**src/rtl/frame_sched_pkg.sv**
```systemverilog
// frame_sched_pkg: shared scheduler state encoding, 1080p defaults and burst sizing helpers
package frame_sched_pkg;
    localparam int DEF_H_ACT        = 1920;
    localparam int DEF_V_ACT        = 1080;
    localparam int DEF_PIX_PER_WORD = 8;
    localparam int DEF_BURST_LEN    = 64;
    localparam int DEF_LINE_STRIDE  = 256;
    localparam int DEF_BANK_SIZE    = 'h44000;
    localparam int DEF_FIFO_DEPTH   = 1024;
    typedef enum logic [2:0] {IDLE, WAIT_FRAME, FLUSH, CHECK, REQ, XFER} state_e;
    function automatic int words_per_line(input int h_act, input int ppw);
        return h_act / ppw;
    endfunction
    function automatic int burst_words(input int max_burst, input int remaining);
        return (remaining < max_burst) ? remaining : max_burst;
    endfunction
endpackage

```
**src/rtl/frame_addr_gen.sv**
```systemverilog
// frame_addr_gen: line/word accumulators producing the next burst address and length
module frame_addr_gen import frame_sched_pkg::*; #(
    parameter int ADDR_W       = 28,
    parameter int H_ACT        = DEF_H_ACT,
    parameter int V_ACT        = DEF_V_ACT,
    parameter int PIX_PER_WORD = DEF_PIX_PER_WORD,
    parameter int BURST_LEN    = DEF_BURST_LEN,
    parameter int LINE_STRIDE  = DEF_LINE_STRIDE,
    parameter int BASE_ADDR    = 0,
    parameter int BANK_SIZE    = DEF_BANK_SIZE
) (
    input  logic              clk,
    input  logic              rst,
    input  logic              clr,
    input  logic              adv,
    input  logic              bank,
    output logic [ADDR_W-1:0] addr,
    output logic [7:0]        len,
    output logic              frame_end
);
    localparam int WPL = words_per_line(H_ACT, PIX_PER_WORD);
    localparam logic [ADDR_W-1:0] BANK0 = ADDR_W'(BASE_ADDR);
    localparam logic [ADDR_W-1:0] BANK1 = ADDR_W'(BASE_ADDR + BANK_SIZE);
    logic [15:0]       word_cnt_q, word_cnt_d;
    logic [15:0]       line_cnt_q, line_cnt_d;
    logic [ADDR_W-1:0] line_base_q, line_base_d;
    logic              line_end;
    // line_base_q tracks line_cnt*LINE_STRIDE so no multiplier sits in the request path
    always_comb begin
        len         = 8'(burst_words(BURST_LEN, WPL - int'(word_cnt_q)));
        line_end    = (int'(word_cnt_q) + int'(len)) == WPL;
        frame_end   = line_end && (int'(line_cnt_q) == V_ACT - 1);
        addr        = (bank ? BANK1 : BANK0) + line_base_q + ADDR_W'(word_cnt_q);
        word_cnt_d  = clr ? '0 : !adv ? word_cnt_q : line_end ? '0 : word_cnt_q + 16'(len);
        line_cnt_d  = clr ? '0 : (adv && line_end) ? line_cnt_q + 16'd1 : line_cnt_q;
        line_base_d = clr ? '0 : (adv && line_end) ? line_base_q + ADDR_W'(LINE_STRIDE) : line_base_q;
    end
    always_ff @(posedge clk) begin
        if (rst) begin
            word_cnt_q  <= '0;
            line_cnt_q  <= '0;
            line_base_q <= '0;
        end else begin
            word_cnt_q  <= word_cnt_d;
            line_cnt_q  <= line_cnt_d;
            line_base_q <= line_base_d;
        end
    end
endmodule

```
**src/rtl/frame_read_sched.sv**
```systemverilog
// frame_read_sched: sequences double-buffered DDR frame reads into the HDMI pixel FIFO
module frame_read_sched import frame_sched_pkg::*; #(
    parameter int ADDR_W       = 28,
    parameter int H_ACT        = DEF_H_ACT,
    parameter int V_ACT        = DEF_V_ACT,
    parameter int PIX_PER_WORD = DEF_PIX_PER_WORD,
    parameter int BURST_LEN    = DEF_BURST_LEN,
    parameter int LINE_STRIDE  = DEF_LINE_STRIDE,
    parameter int BASE_ADDR    = 0,
    parameter int BANK_SIZE    = DEF_BANK_SIZE,
    parameter int FIFO_DEPTH   = DEF_FIFO_DEPTH,
    parameter int LVL_W        = 11
) (
    input  logic              clk,
    input  logic              rst,
    input  logic              ddr_init_done,
    input  logic              frame_start,
    input  logic              wr_frame_done,
    input  logic [LVL_W-1:0]  fifo_wr_level,
    output logic              fifo_flush,
    output logic              rd_req,
    output logic [ADDR_W-1:0] rd_addr,
    output logic [7:0]        rd_len,
    input  logic              rd_ack,
    input  logic              rd_done,
    output logic              rd_bank,
    output logic              busy,
    output logic              frame_overrun
);
    state_e            state_q, state_d;
    logic              rd_req_q, rd_req_d;
    logic [ADDR_W-1:0] rd_addr_q, rd_addr_d;
    logic [7:0]        rd_len_q, rd_len_d;
    logic              rd_bank_q, rd_bank_d;
    logic              swap_pending_q, swap_pending_d;
    logic              restart_pending_q, restart_pending_d;
    logic              frame_overrun_q, frame_overrun_d;
    logic              clr, adv, swap_now, room, frame_end;
    logic [ADDR_W-1:0] next_addr;
    logic [7:0]        next_len;

    frame_addr_gen #(
        .ADDR_W(ADDR_W), .H_ACT(H_ACT), .V_ACT(V_ACT), .PIX_PER_WORD(PIX_PER_WORD),
        .BURST_LEN(BURST_LEN), .LINE_STRIDE(LINE_STRIDE), .BASE_ADDR(BASE_ADDR),
        .BANK_SIZE(BANK_SIZE)
    ) u_addr (
        .clk(clk), .rst(rst), .clr(clr), .adv(adv), .bank(rd_bank_q),
        .addr(next_addr), .len(next_len), .frame_end(frame_end)
    );

    assign fifo_flush    = state_q == FLUSH;
    assign busy          = state_q inside {FLUSH, CHECK, REQ, XFER};
    assign rd_req        = rd_req_q;
    assign rd_addr       = rd_addr_q;
    assign rd_len        = rd_len_q;
    assign rd_bank       = rd_bank_q;
    assign frame_overrun = frame_overrun_q;

    always_comb begin
        state_d           = state_q;
        rd_req_d          = rd_req_q;
        rd_addr_d         = rd_addr_q;
        rd_len_d          = rd_len_q;
        rd_bank_d         = rd_bank_q;
        swap_pending_d    = swap_pending_q | wr_frame_done;
        restart_pending_d = restart_pending_q;
        frame_overrun_d   = frame_start & busy;
        clr               = 1'b0;
        adv               = 1'b0;
        swap_now          = swap_pending_q | wr_frame_done;
        room              = (int'(fifo_wr_level) + int'(next_len)) <= FIFO_DEPTH;
        case (state_q)
            IDLE: state_d = ddr_init_done ? WAIT_FRAME : IDLE;
            WAIT_FRAME: begin
                if (!ddr_init_done) begin
                    state_d = IDLE;
                end else if (frame_start) begin
                    state_d        = FLUSH;
                    rd_bank_d      = rd_bank_q ^ swap_now;
                    swap_pending_d = 1'b0;
                end
            end
            FLUSH: begin
                clr               = 1'b1;
                restart_pending_d = 1'b0;
                state_d           = ddr_init_done ? CHECK : IDLE;
            end
            CHECK: begin
                if (!ddr_init_done) begin
                    state_d = IDLE;
                end else if (frame_start) begin
                    state_d        = FLUSH;
                    rd_bank_d      = rd_bank_q ^ swap_now;
                    swap_pending_d = 1'b0;
                end else if (room) begin
                    state_d   = REQ;
                    rd_req_d  = 1'b1;
                    rd_addr_d = next_addr;
                    rd_len_d  = next_len;
                end
            end
            REQ: begin
                if (frame_start) restart_pending_d = 1'b1;
                if (rd_ack) begin
                    rd_req_d = 1'b0;
                    state_d  = XFER;
                end
            end
            XFER: begin
                if (frame_start) restart_pending_d = 1'b1;
                if (rd_done) begin
                    adv = 1'b1;
                    if (!ddr_init_done) begin
                        state_d           = IDLE;
                        restart_pending_d = 1'b0;
                    end else if (restart_pending_q || frame_start) begin
                        state_d           = FLUSH;
                        rd_bank_d         = rd_bank_q ^ swap_now;
                        swap_pending_d    = 1'b0;
                        restart_pending_d = 1'b0;
                    end else begin
                        state_d = frame_end ? WAIT_FRAME : CHECK;
                    end
                end
            end
            default: state_d = IDLE;
        endcase
    end

    always_ff @(posedge clk) begin
        if (rst) begin
            state_q           <= IDLE;
            rd_req_q          <= 1'b0;
            rd_addr_q         <= '0;
            rd_len_q          <= '0;
            rd_bank_q         <= 1'b0;
            swap_pending_q    <= 1'b0;
            restart_pending_q <= 1'b0;
            frame_overrun_q   <= 1'b0;
        end else begin
            state_q           <= state_d;
            rd_req_q          <= rd_req_d;
            rd_addr_q         <= rd_addr_d;
            rd_len_q          <= rd_len_d;
            rd_bank_q         <= rd_bank_d;
            swap_pending_q    <= swap_pending_d;
            restart_pending_q <= restart_pending_d;
            frame_overrun_q   <= frame_overrun_d;
        end
    end
endmodule

```
**config.mk**
```make
export PLATFORM = sky130hd
export DESIGN_NAME = frame_read_sched
export DESIGN_NICKNAME = d
export VERILOG_FILES = /design/src/rtl/frame_sched_pkg.sv /design/src/rtl/frame_addr_gen.sv /design/src/rtl/frame_read_sched.sv
export SDC_FILE = /design/constraint.sdc
export NUM_CORES = 1
export LEC_CHECK = 0
export BUFFER_PORTS_ARGS = -buffer_cell sky130_fd_sc_hd__buf_2
export CAP_MARGIN = 20
export CORE_MARGIN = 8
export CORE_UTILIZATION = 55
export DETAILED_ROUTE_END_ITERATION = 8
export MAX_ROUTING_LAYER = met4
export PLACE_DENSITY_LB_ADDON = 0.1
export SLEW_MARGIN = 10
export SYNTH_ARGS = -nofsm -noshare
export SYNTH_HDL_FRONTEND = slang
export SYNTH_SLANG_ARGS = --single-unit
```
**constraint.sdc**
```tcl
create_clock -name clk -period 5.8 [get_ports clk]
set_input_delay 0.29 -clock clk [delete_from_list [all_inputs] [get_ports clk]]
set_output_delay 0.29 -clock clk [all_outputs]
set_load 0.02 [all_outputs]
```
# Word level (Yosys, flattened, before mapping)
# Index checks and enable logic that the tools add are counted.
# classes
addsub,8
multipliers,0
div,0
magnitude_cmp,2
eq_ne,18
n_shift,0
mux,41
bitwise,4
n_reduce_logical,14
# ops
cell,count
$eq A32 B9 Y1 const B,1
$add A28 B16 Y28,1
$add A28 B28 Y28,1
$add A28 B9 Y28 const B,1
$mux W1,22
$mux W3,7
$mux W19,1
$pmux W3 S6,1
$add A16 B8 Y17,1
$lt A17 B8 Y1 const B,1
$sub A8 B16 Y17 const A,1
$add A16 B1 Y16 const B,1
$add A16 B8 Y16,1
$eq A16 B12 Y1 const B,1
$mux W16,1
$add A11 B8 Y12,1
$le A12 B11 Y1 const B,1
$ne A2 B2 Y1 const B,6
$mux W2,4
$mux W8,1
$reduce_and A4 Y1,2
$eq A3 B2 Y1 const B,2
$eq A3 B3 Y1 const B,2
$ne A2 B1 Y1 const B,3
18 further kinds,23
# word_totals
register_bits,104
latchBits,0
ram_bits,0
mem_bits_ro,0
inputBits,18
output_inout_bits,41
word_cells,98
mem_count,0

# Depth between registers and ports, before layout
# Gate-level depths: netlist (run 1).
# depth
ltp_word,11
ltp_mapped,30
depth_no_buf,24

# By module
# A second synthesis (run 1) with hierarchy kept.
# hier_totals
hier_cells,820
area_unflattened_um2,6902.9
# by_module_without_submodules
module,n_inst,cells_each,area_per_inst_um2
frame_addr_gen,1,542,4312.9
frame_read_sched,1,278,2590.0

# Worst setup path after synthesis (run 1)
# No wires, ideal clock.
# synth_timing
path_kind,register -> register
start,register u_addr.word_cnt_q[1]
end,register rd_addr_q[2] (netlist: rd_addr[2])
t_arrival_ns,5.626
setup_slack_ns,0.047
stages_incl_launch_ff,30
path_buffers,6
synth_period_minus_slack_ns,5.753
path_cell_list,dfxtp_1 buf_6 inv_1 ha_1 nor3b_2 or3_1 buf_2 nor2_1 o31ai_2 o211a_1 buf_6 nand2_1 clkbuf_1 nand2_1 inv_1 ha_1 a21o_1 a21oi_1 o21ai_0 a2111oi_0 or3_1 xnor2_1 or4_1 nor4_1 nor3_1 nor2_1 buf_2 buf_2 mux2i_1 nor2_1
# synth_between
elab_chain_len,6
# synth_lines
item,line,rtl
"start, declared",frame_addr_gen.sv:24,"logic [15:0] word_cnt_q, word_cnt_d;"
"start signal, assigned",frame_addr_gen.sv:44,word_cnt_q <= word_cnt_d;
$sub A8 B16 Y17 *,frame_addr_gen.sv:30,"len = 8'(burst_words(BURST_LEN, WPL - int'(word_cnt_q)));"
$lt A17 B8 Y1,frame_sched_pkg.sv:15,return (remaining < max_burst) ? remaining : max_burst;
$mux W8 *,frame_sched_pkg.sv:15,
via next_len[1],frame_read_sched.sv:40,logic [7:0] next_len;
$add A11 B8 Y12 *,frame_read_sched.sv:71,room = (int'(fifo_wr_level) + int'(next_len)) <= FIFO_DEPTH;
$le A12 B11 Y1 *,frame_read_sched.sv:71,
$reduce_and A4 Y1 (no source line) *,-,
"end signal, assigned",frame_read_sched.sv:143,rd_addr_q <= rd_addr_d;
"end, declared",frame_read_sched.sv:32,"logic [ADDR_W-1:0] rd_addr_q, rd_addr_d;"
# The timed path passes the listed nets; every way through them passes the cells marked *.
# A chain may end at the register's enable or synchronous reset.

# Worst setup path after layout (run 1)
# layout_timing
start,register u_addr.word_cnt_q[0]
end,register state_q[1]
# layout_between
elab_chain_len,11
# layout_lines
item,line,rtl
$sub A8 B16 Y17,frame_addr_gen.sv:30,
$lt A17 B8 Y1,frame_sched_pkg.sv:15,
$mux W8,frame_sched_pkg.sv:15,
$add A16 B8 Y17,frame_addr_gen.sv:31,line_end = (int'(word_cnt_q) + int'(len)) == WPL;
$eq A32 B9 Y1,frame_addr_gen.sv:31,
$logic_and A1 B1 Y1,frame_addr_gen.sv:32,frame_end = line_end && (int'(line_cnt_q) == V_ACT - 1);
$mux W2,frame_read_sched.sv:122,state_d = frame_end ? WAIT_FRAME : CHECK;
$mux W2,frame_read_sched.sv:116,end else if (restart_pending_q || frame_start) begin
$mux W2,frame_read_sched.sv:113,if (!ddr_init_done) begin
$mux W3,frame_read_sched.sv:111,if (rd_done) begin
$pmux W3 S6,frame_read_sched.sv:72,case (state_q)
"end signal, assigned",frame_read_sched.sv:141,state_q <= state_d;
"end, declared",frame_read_sched.sv:30,"state_e state_q, state_d;"
# Several ways; a longest one is shown, not always the timed one. The select of a mux whose other input is x is not followed.

==> results of run 1 <==
==> timing repair <==
action,in CTS,in global routing
endpoints found under the setup margin,0,40
buffers inserted,0,2
hold endpoints to repair,0,0
gates resized for setup,0,11
==> path summary, 6_finish.rpt <==
check | slack, ps | to | cells after the start | start
worst max-delay path | 310 | state_q[1]$_SDFFE_PP0P_ | 24 | u_addr.word_cnt_q[0]$_SDFFE_PP0P_
worst min-delay path | 220 | swap_pending_q$_SDFF_PP0_ | 3 | wr_frame_done
worst max register to register | 310 | state_q[1]$_SDFFE_PP0P_ | 24 | u_addr.word_cnt_q[0]$_SDFFE_PP0P_
worst min register to register | 480 | swap_pending_q$_SDFF_PP0_ | 2 | swap_pending_q$_SDFF_PP0_
==> layer usage <==
metal / wire [µm] / GRT usage
met5: 0 / -
met4: 516 / 0.102
met3: 816 / 0.0453
met2: 8770 / 0.413
met1: 8000 / 0.289
==> sequential cells by signal, indices dropped and copies added (netlist names) <==
register and flops:
rd_addr 28, rd_bank 1, u_addr.line_base_q 20, rd_req 1, rd_len 8, state_q 3, swap_pending_q 1, restart_pending_q 1
u_addr.line_cnt_q 16, frame_overrun 1, u_addr.word_cnt_q 16
==> metrics by stage <==
step / area [µm²] / worst slack [ps] / total power, W / std cells
floorplan: 6430 / 46.7 / 0.000711 / 807
global placement: 7010 / 393 / 0.000727 / 1001
detailed placement: 7010 / 232 / 0.000729 / 1001
CTS: 7290 / 203 / 0.00132 / 1016
global route: 7360 / -27.6 / 0.00135 / 1018
finish: 7360 / 310 / 0.00131 / 1018
==> kinds of logic (layout without fill, tap and decap cells) <==
| group | after synthesis | in the layout | share of synthesized area |
|---|---|---|---|
| AO/OA/AOI/OAI | 196 | 196 | 0.201 |
| adder cells (fa/ha/maj) | 35 | 35 | 0.0716 |
| XOR/XNOR | 41 | 41 | 0.0558 |
| buffers and inverters | 73 | 141 | 0.0494 |
| multiplexers | 27 | 27 | 0.0422 |
| AND/OR/NAND/NOR | 339 | 339 | 0.282 |
| flip-flops | 96 | 96 | 0.299 |
==> tightest hold or removal path, delay by kind of cell <==
family | cells | cell delay (ps)
buf+inv | 1 | 80
simple gates | 2 | 150
==> power by group <==
group | switching [W] | total [W] | internal [W]
registers | 0.00000337 | 0.000664 | 0.000661
clock network | 0.000263 | 0.000595 | 0.000332
logic | 0.0000326 | 0.0000502 | 0.0000177
total | 0.000299 | 0.00131 | 0.00101
==> cell usage after synthesis (all sizes together), types with 7 or more instances <==
master,number
a211oi,18
nand2,61
or3,15
mux2i,26
xor2,10
clkbuf,27
or4,24
o31ai,22
nand3,27
o21a,8
a21oi,67
nor3,23
inv,27
o211ai,10
nand4,19
nor2,101
and2,7
nand2b,7
dfxtp,96
xnor2,31
buf,19
and3,15
nor4,13
o21ai,33
ha,32
==> final cells by class <==
class / instances / area (µm²) / area share
Multi-Input combinational cell: 638 / 4250 / 0.577
Sequential cell: 96 / 1920 / 0.261
Timing Repair Buffer: 99 / 623 / 0.0847
Clock buffer: 10 / 229 / 0.0311
Tap cell: 143 / 179 / 0.0243
Inverter: 27 / 101 / 0.0138
Clock inverter: 5 / 56.3 / 0.00765
==> results by group, run 1 <==
GRT
  – All-Layer GR Usage: 0.248
  – Initial antenna violation count: 0
  – Number of global-route vias before repair: 5974
  – First-pass GRT wire length: 29.3 mm
  – Largest net degree at the start of global routing: 48
  – Total gr overflow: 0

STA
  – Layout Skew: 8.02 ps
  – # setup viols final: 0
  – Slew Limit Fails: 0
  – Slew @ Worst Pin: 991 ps
  – Final min period: 5490 ps
  – Final Hold Fails: 0
  – Max transition margin: 0.339
  – Fin Setup TNS: 0 ps
  – Min Hold Slack: 216 ps
  – Post-route clock period utilization: 0.947
  – Fmax: 182 MHz

Worst hold path
  – Hold Crit Class: in2reg

Cells and area
  – Final Core Density: 0.645
  – Most frequent cells in the layout: nor2_1, dfxtp_1, a21oi_1
  – Nets: 924
  – Share of post-route cells with drive strength above 1: 0.171
  – Commonest non-fill, non-tap cell in the layout: nor2_1
  – Area delta synth->final: 14.4%
  – # fillers: 977
  – N_diodes: 0

Critical path
  – Critical-path top delay cell: or4_4
  – WP buf/inv: 4
  – Req. time, crit path: 6020 ps
  – Crit path DAT: 5710 ps
  – CP max stage delay: 580 ps
  – Crit path max-delay family: compound AO/OA/AOI/OAI gates
  – Startpoint class of the critical path: flop
  – Critical path peak fanout: 10
  – Most common cell on crit path: buf_4
  – Critical path cell sequence: buf_4, or4_4, nand2_4, a21oi_1, o21ai_2, o211ai_2, nor2_1, buf_4, a21o_1, ha_1, o21ai_0, a221o_1, a31o_2, a22oi_2, o21ai_1, a211oi_4, o311a_1, nor3_1, and4_1, buf_4, nand2_1, buf_4, o2111ai_1, a2111oi_0
  – Setup CP Type: reg2reg
  – Setup crit end kind: flop

Clock tree
  – CTS Buf Count: 9
  – CTS Buffer Depth: 2
  – Sink Count: 96
  – Post-CTS Hold Buffers: 0
  – H-tree levels: 3
  – Root buffer cell: clkbuf_16
  – Clock Pin Slew Worst Setup and Hold Paths: 70 ps
  – Clock Latency Late Sink: 350 ps
  – CTS tree: built

Floorplan
  – I/O pins: 59
  – Die height: 124 µm
  – Core Region: 11400 µm²
  – Row cnt: 39
  – Die X: 124 µm
  – Die area: 15400 µm²
  – Starting density of the core: 0.563

Power and ir drop
  – Peak VDD IR: 0.252 mV
  – Leak: 2.91 nW
  – Pwr/cell area: 178 nW/µm²

Synth
  – Post-synth EDFFs: 0
  – Seq/Total Area, Yosys: 0.299
  – FFs w/ async S/R, synth: 0
  – Yosys warnings: 0
  – Mapped Area: 6430 µm²
  – Post-synth top area cell: dfxtp_1
  – Most used DFF post-synth: dfxtp_1
  – Syn nets: 860
  – Mean Syn Cell Area: 7.97 µm²
  – Mapped Cells: 807
  – Post-synth cell types: 76
  – Top-area cell type share of the netlist area: 0.299
  – Largest cells by area after synthesis: dfxtp_1, ha_1, nor2_1
  – #FFs+latches synth: 96

Route
  – Routed wire length: 18.1 mm
  – Wire per inst: 17.8 µm
  – Via count: 6323
  – First-pass iteration count of the detailed router: 6
  – Vias/cell: 6.21
  – DRC errors left: 0
  – Starting DRC count in detailed routing: 410
  – Routed Antenna Nets: 0

Run
  – MaxCap Viol Count: 0

Place
  – DPL Wire Length: 13.5 mm
  – Placer congestion estimate: 0.975
  – Port-buffer cells: 58

Run status
  – Outcome: finished clean
Power figures use the tool's default switching activity.
==> inputs of run 2 (changes only) <==
Settings changed: MAX_ROUTING_LAYER met4 to default.
==> results by group, run 2 (synthesis results as in run 1) <==
Cells and area
  – Storage element area: 1920 µm²
  – # fillers: 965
  – Most frequent cells in the layout: nor2_1, dfxtp_1, a21oi_1
  – Final Core Density: 0.650
  – N_diodes: 0
  – Area taken by multi-input logic gates: 4240 µm²
  – Share of post-route cells with drive strength above 1: 0.174
  – Area delta synth->final: 15.5%
  – Max reg flops: 28
  – Nets: 927

Floorplan
  – Starting density of the core: 0.563
  – I/O pins: 59
  – Die height: 124 µm
  – Core Region: 11400 µm²
  – Die X: 124 µm
  – Die area: 15400 µm²
  – Row cnt: 39

Critical path
  – Most common cell on crit path: buf_4
  – Crit path DAT: 5810 ps
  – Crit path max-delay family: simple AND/OR/NAND/NOR gates
  – Critical path peak fanout: 16
  – Req. time, crit path: 6080 ps
  – Critical-path top delay cell: or4_1
  – Setup CP Type: reg2reg
  – Setup crit end kind: flop
  – WP buf/inv: 6
  – CP max stage delay: 530 ps
  – Startpoint class of the critical path: flop

Power and ir drop
  – Switching Fraction: 0.219
  – Pwr/cell area: 184 nW/µm²
  – Internal Power: 0.00107 W
  – Clock power frac: 0.478
  – Leak: 2.93 nW
  – Peak VDD IR: 0.273 mV
  – Logic pwr share: 0.037
  – Sequential power share: 0.485
  – Net Sw Power: 0.000300 W

Clock tree
  – CTS Buffer Depth: 2
  – Clock Latency Late Sink: 350 ps
  – H-tree levels: 3
  – CTS Buf Count: 9
  – Sink Count: 96
  – Root buffer cell: clkbuf_16
  – Clock Pin Slew Worst Setup and Hold Paths: 70 ps
  – CTS tree: built

STA
  – RSZ-0062 raised after global routing: true
  – Min Hold Slack: 213 ps
  – Post-route clock period utilization: 0.952
  – Fmax: 181 MHz
  – Final worst setup slack: 279 ps
  – Layout Skew: 7.35 ps
  – Slew Limit Fails: 0
  – Final min period: 5520 ps
  – Final Hold Fails: 0
  – Slew @ Worst Pin: 965 ps
  – # setup viols final: 0
  – Max transition margin: 0.357

Route
  – DRC errors left: 0
  – Via count: 6321
  – Starting DRC count in detailed routing: 641
  – Routed Antenna Nets: 0
  – First-pass iteration count of the detailed router: 6
  – Routed wire length: 18.0 mm
  – Vias/cell: 6.19
  – Wire per inst: 17.6 µm

GRT
  – All-Layer GR Usage: 0.235
  – Initial antenna violation count: 0
  – First-pass GRT wire length: 29.0 mm
  – Number of global-route vias before repair: 6061
  – Total gr overflow: 0
  – Largest net degree at the start of global routing: 48

Run status
  – Outcome: finished clean

Place
  – Port-buffer cells: 58
  – Setup WS pre-CTS: 171 ps
  – Placer congestion estimate: 0.979
  – DPL Wire Length: 13.2 mm

Run
  – MaxCap Viol Count: 0

Worst hold path
  – Hold Crit Class: in2reg
==> run 2: area by class of cell <==
class,count,share of cell area
clock inverter,4,0.0104
inverter,27,0.0136
tap,143,0.0241
clock buffer,11,0.0327
sequential,96,0.259
multi-input combinational,638,0.571
timing repair buffer,102,0.0893
==> run 2: worst reg2reg max path: stages, from the launching register on <==
cell,delay [ps]
dfxtp_1,310
buf_4,170
nor4_4,480
buf_4,200
nor2_2,50
nor4b_2,290
o21ai_2,130
o211ai_2,200
nor2_1,90
nor2_2,170
buf_4,150
ha_1,160
inv_1,60
fa_1,400
nor2b_1,140
o21ai_0,110
a21boi_1,200
o21a_1,160
nor2_1,60
xnor2_1,120
or4_1,530
nor4_1,250
nor3_1,110
buf_4,170
nor2_4,160
buf_12,190
mux2_2,340
nor2_1,80
==> run 2: power groups by stage <==
stage | Sequential (W) | Combinational, W | Clock, W
3_5_place_dp | 0.000679 | 0.0000498 | 0
3_3_place_gp | 0.000679 | 0.0000482 | 0
2_1_floorplan | 0.000678 | 0.0000326 | 0
5_1_grt | 0.000664 | 0.0000556 | 0.000693
4_1_cts | 0.000664 | 0.0000502 | 0.000666
6_report | 0.000664 | 0.0000505 | 0.000654
==> run 2: path summary, 6_finish.rpt <==
check / endpoint / from / cells after the start / slack [ps]
hold / removal: swap_pending_q$_SDFF_PP0_ / wr_frame_done / 3 / 210
setup reg to reg: rd_addr[15]$_SDFFE_PP0P_ / u_addr.word_cnt_q[1]$_SDFFE_PP0P_ / 27 / 280
hold reg to reg: swap_pending_q$_SDFF_PP0_ / swap_pending_q$_SDFF_PP0_ / 2 / 480
setup / recovery: rd_addr[15]$_SDFFE_PP0P_ / u_addr.word_cnt_q[1]$_SDFFE_PP0P_ / 27 / 280
==> run 2: through the flow <==
step	instance area, µm²	setup TNS, ps	cells	total power [W]
finish	7430	0	1021	0.00137
global route	7430	-324	1021	0.00141
CTS	7310	0	1013	0.00138
detailed placement	6990	0	998	0.000729
global placement	6990	0	998	0.000727
floorplan	6430	0	807	0.000711
==> run 2: layer usage <==
layer | vias up | wire length, µm | track usage
li1 | 3089 | - | -
met1 | 2989 | 7710 | 0.277
met2 | 201 | 8950 | 0.406
met3 | 42 | 954 | 0.0553
met4 | 0 | 399 | 0.0862
met5 | - | 0 | 0
==> run 2: timing repair <==
| item | in CTS | in global routing |
|---|---|---|
| gates resized for setup | 0 | 12 |
| setup endpoints to repair | 0 | 61 |
| hold buffers | 0 | 0 |
| buffers inserted | 0 | 7 |
==> inputs of run 3 (changes only) <==
Settings changed: ABC_AREA from default to 1, CORE_UTILIZATION 55 to 56, MAX_ROUTING_LAYER from default to met4, SYNTH_HIERARCHICAL from default to 1.
==> results by group, run 3 <==
Run status
  – Outcome: finished clean

Synth
  – Top-area cell type share of the netlist area: 0.249
  – Most common cell in the netlist: nand2_1
  – Mapped Area: 7720 µm²
  – Post-synth cell types: 51
  – Most used DFF post-synth: dfxtp_1
  – Syn nets: 1154
  – Seq/Total Area, Yosys: 0.249
  – Largest cells by area after synthesis: dfxtp_1, nand2_1, nand3_1
  – List of most frequent post-synthesis cells: nand2_1, inv_1, nand3_1
  – Post-synth top area cell: dfxtp_1
  – Mapped Cells: 1098
  – Post-synth EDFFs: 0
  – FFs w/ async S/R, synth: 0
  – #FFs+latches synth: 96
  – Yosys warnings: 6
  – Mean Syn Cell Area: 7.03 µm²

Critical path
  – Reg-to-reg startpoint: u_addr/word_cnt_q[0]$_SDFFE_PP0P_
  – Critical path peak fanout: 34
  – CP max stage delay: 610 ps
  – Req. time, crit path: 6060 ps
  – Crit path DAT: 4940 ps
  – Startpoint class of the critical path: flop
  – Critical-path top delay cell: nor2_4
  – Setup crit end kind: flop
  – Reg2reg end: u_addr/line_base_q[14]$_SDFFE_PP0P_
  – R2r worst-path depth: 28
  – Reg-to-reg setup timing slack: 1120 ps
  – Setup CP Type: reg2reg

Clock tree
  – Post-CTS Hold Buffers: 0
  – Root buffer cell: clkbuf_16
  – H-tree levels: 3
  – Sink Count: 96
  – CTS tree: built
  – Clock Latency Late Sink: 350 ps
  – CTS resizes: 0
  – CTS Buf Count: 9
  – CTS Buffer Depth: 2
  – Post-CTS setup buffers: 0
  – Clock Pin Slew Worst Setup and Hold Paths: 70 ps

STA
  – Slew Limit Fails: 0
  – Max transition margin: 0.474
  – Fin Setup TNS: 0 ps
  – Slew @ Worst Pin: 787 ps
  – Final Hold Fails: 0
  – # setup viols final: 0
  – RSZ-0062 raised after global routing: false
  – Fmax: 214 MHz
  – Final worst setup slack: 1120 ps
  – Final min period: 4680 ps
  – Post-route clock period utilization: 0.806
  – Layout Skew: 5.87 ps

Place
  – Placer congestion estimate: 0.961
  – Placed cells: 1295
  – DPL Wire Length: 13.9 mm
  – Setup WS pre-CTS: 1220 ps
  – Port-buffer cells: 58

Floorplan
  – Die height: 133 µm
  – Core Region: 13700 µm²
  – Row cnt: 43
  – I/O pins: 59
  – Die X: 133 µm
  – Die area: 17800 µm²
  – Starting density of the core: 0.565

Route
  – Via count: 7047
  – Routed wire length: 18.7 mm
  – Vias/cell: 5.38
  – Wire per inst: 14.3 µm
  – Starting DRC count in detailed routing: 556
  – First-pass iteration count of the detailed router: 5
  – Routed Antenna Nets: 0
  – DRC errors left: 0

GRT
  – Largest net degree at the start of global routing: 51
  – Initial antenna violation count: 0
  – Number of global-route vias before repair: 6487
  – All-Layer GR Usage: 0.218
  – First-pass GRT wire length: 31.6 mm
  – Total gr overflow: 0

Power and ir drop
  – Net Sw Power: 0.000327 W
  – Switching Fraction: 0.240
  – Leak: 3.54 nW
  – Clock power frac: 0.453
  – Peak VDD IR: 0.115 mV
  – Sequential power share: 0.488
  – Pwr/cell area: 166 nW/µm²
  – Tot Pwr: 0.00136 W
  – Logic pwr share: 0.060
  – Internal Power: 0.00103 W

Cells and area
  – N_diodes: 0
  – Final std cells w/o fill: 1311
  – Area delta synth->final: 6.18%
  – Nets: 1182
  – Share of post-route cells with drive strength above 1: 0.226
  – Max reg flops: 28
  – Final Core Density: 0.600
  – Most frequent cells in the layout: nand2_1, inv_1, nand3_1
  – Commonest non-fill, non-tap cell in the layout: nand2_1

Worst hold path
  – Worst Hold Path Cells: 3
  – Hold Crit Class: in2reg
  – Worst hold path startpoint: frame_start
  – Min-Delay Endpoint: frame_overrun$_SDFF_PP0_

Run
  – MaxCap Viol Count: 0
run 3: logic make-up after synthesis:
| family | Yosys count | synth area share |
|---|---|---|
| AND/OR/NAND/NOR | 607 | 0.407 |
| buffers and inverters | 174 | 0.113 |
| flip-flops | 96 | 0.249 |
| AO/OA/AOI/OAI | 131 | 0.106 |
| adder cells (fa/ha/maj) | 38 | 0.0645 |
| XOR/XNOR | 52 | 0.0600 |
run 3: cell type report:
type	instances	area, µm²
Fill cell	1309	5470
Inverter	130	498
Clock buffer	11	243
Clock inverter	5	63.8
Multi-Input combinational cell	828	4930
Sequential cell	96	1920
Tap cell	180	225
Timing Repair Buffer	61	313
run 3: per-layer routing:
layer  vias to the layer above  track usage  wire (µm)
met5                         -            -          0
met4                         0       0.0649        229
met3                        16       0.0324       1130
met2                       218        0.318       7930
met1                      3183        0.303       9400
li1                       3630            -          -
run 3: power by group through the flow:
stage                     Sequential (W)  Clock, W  Combinational, W
after floorplan                 0.000679         0         0.0000665
after global placement          0.000679         0         0.0000807
after detailed placement        0.000679         0         0.0000814
after CTS                       0.000663  0.000636         0.0000817
after global routing            0.000663  0.000657         0.0000906
final                           0.000664  0.000616         0.0000811
run 3: how the worst max path moves through the flow:
stage	slack [ps]	from	cells past startpoint	to
after floorplan	2050	u_addr/word_cnt_q[0]$_SDFFE_PP0P_	32	state_q[1]$_SDFFE_PP0P_
after global placement	1320	u_addr/word_cnt_q[0]$_SDFFE_PP0P_	26	u_addr/line_base_q[20]$_SDFFE_PP0P_
after detailed placement	1220	u_addr/word_cnt_q[0]$_SDFFE_PP0P_	28	u_addr/line_cnt_q[2]$_SDFFE_PP0P_
after CTS	1200	u_addr/word_cnt_q[0]$_SDFFE_PP0P_	28	u_addr/line_cnt_q[2]$_SDFFE_PP0P_
after global routing	600	u_addr/word_cnt_q[0]$_SDFFE_PP0P_	28	u_addr/line_base_q[8]$_SDFFE_PP0P_
final	1120	u_addr/word_cnt_q[0]$_SDFFE_PP0P_	28	u_addr/line_base_q[14]$_SDFFE_PP0P_
run 3: critical path, delay by kind of cell (launching register included):
kind	cells	cell delay (ps)
fa+ha+maj	2	580
simple gates	21	2850
buf+inv	2	240
compound gates	3	550
flops	1	330
run 3: through the flow:
step / hold slack, ps / area (µm²)
after floorplan: 424 / 7720
after global placement: 452 / 7890
after detailed placement: 451 / 7890
after CTS: 223 / 8190
after global routing: 256 / 8190
final: 246 / 8190
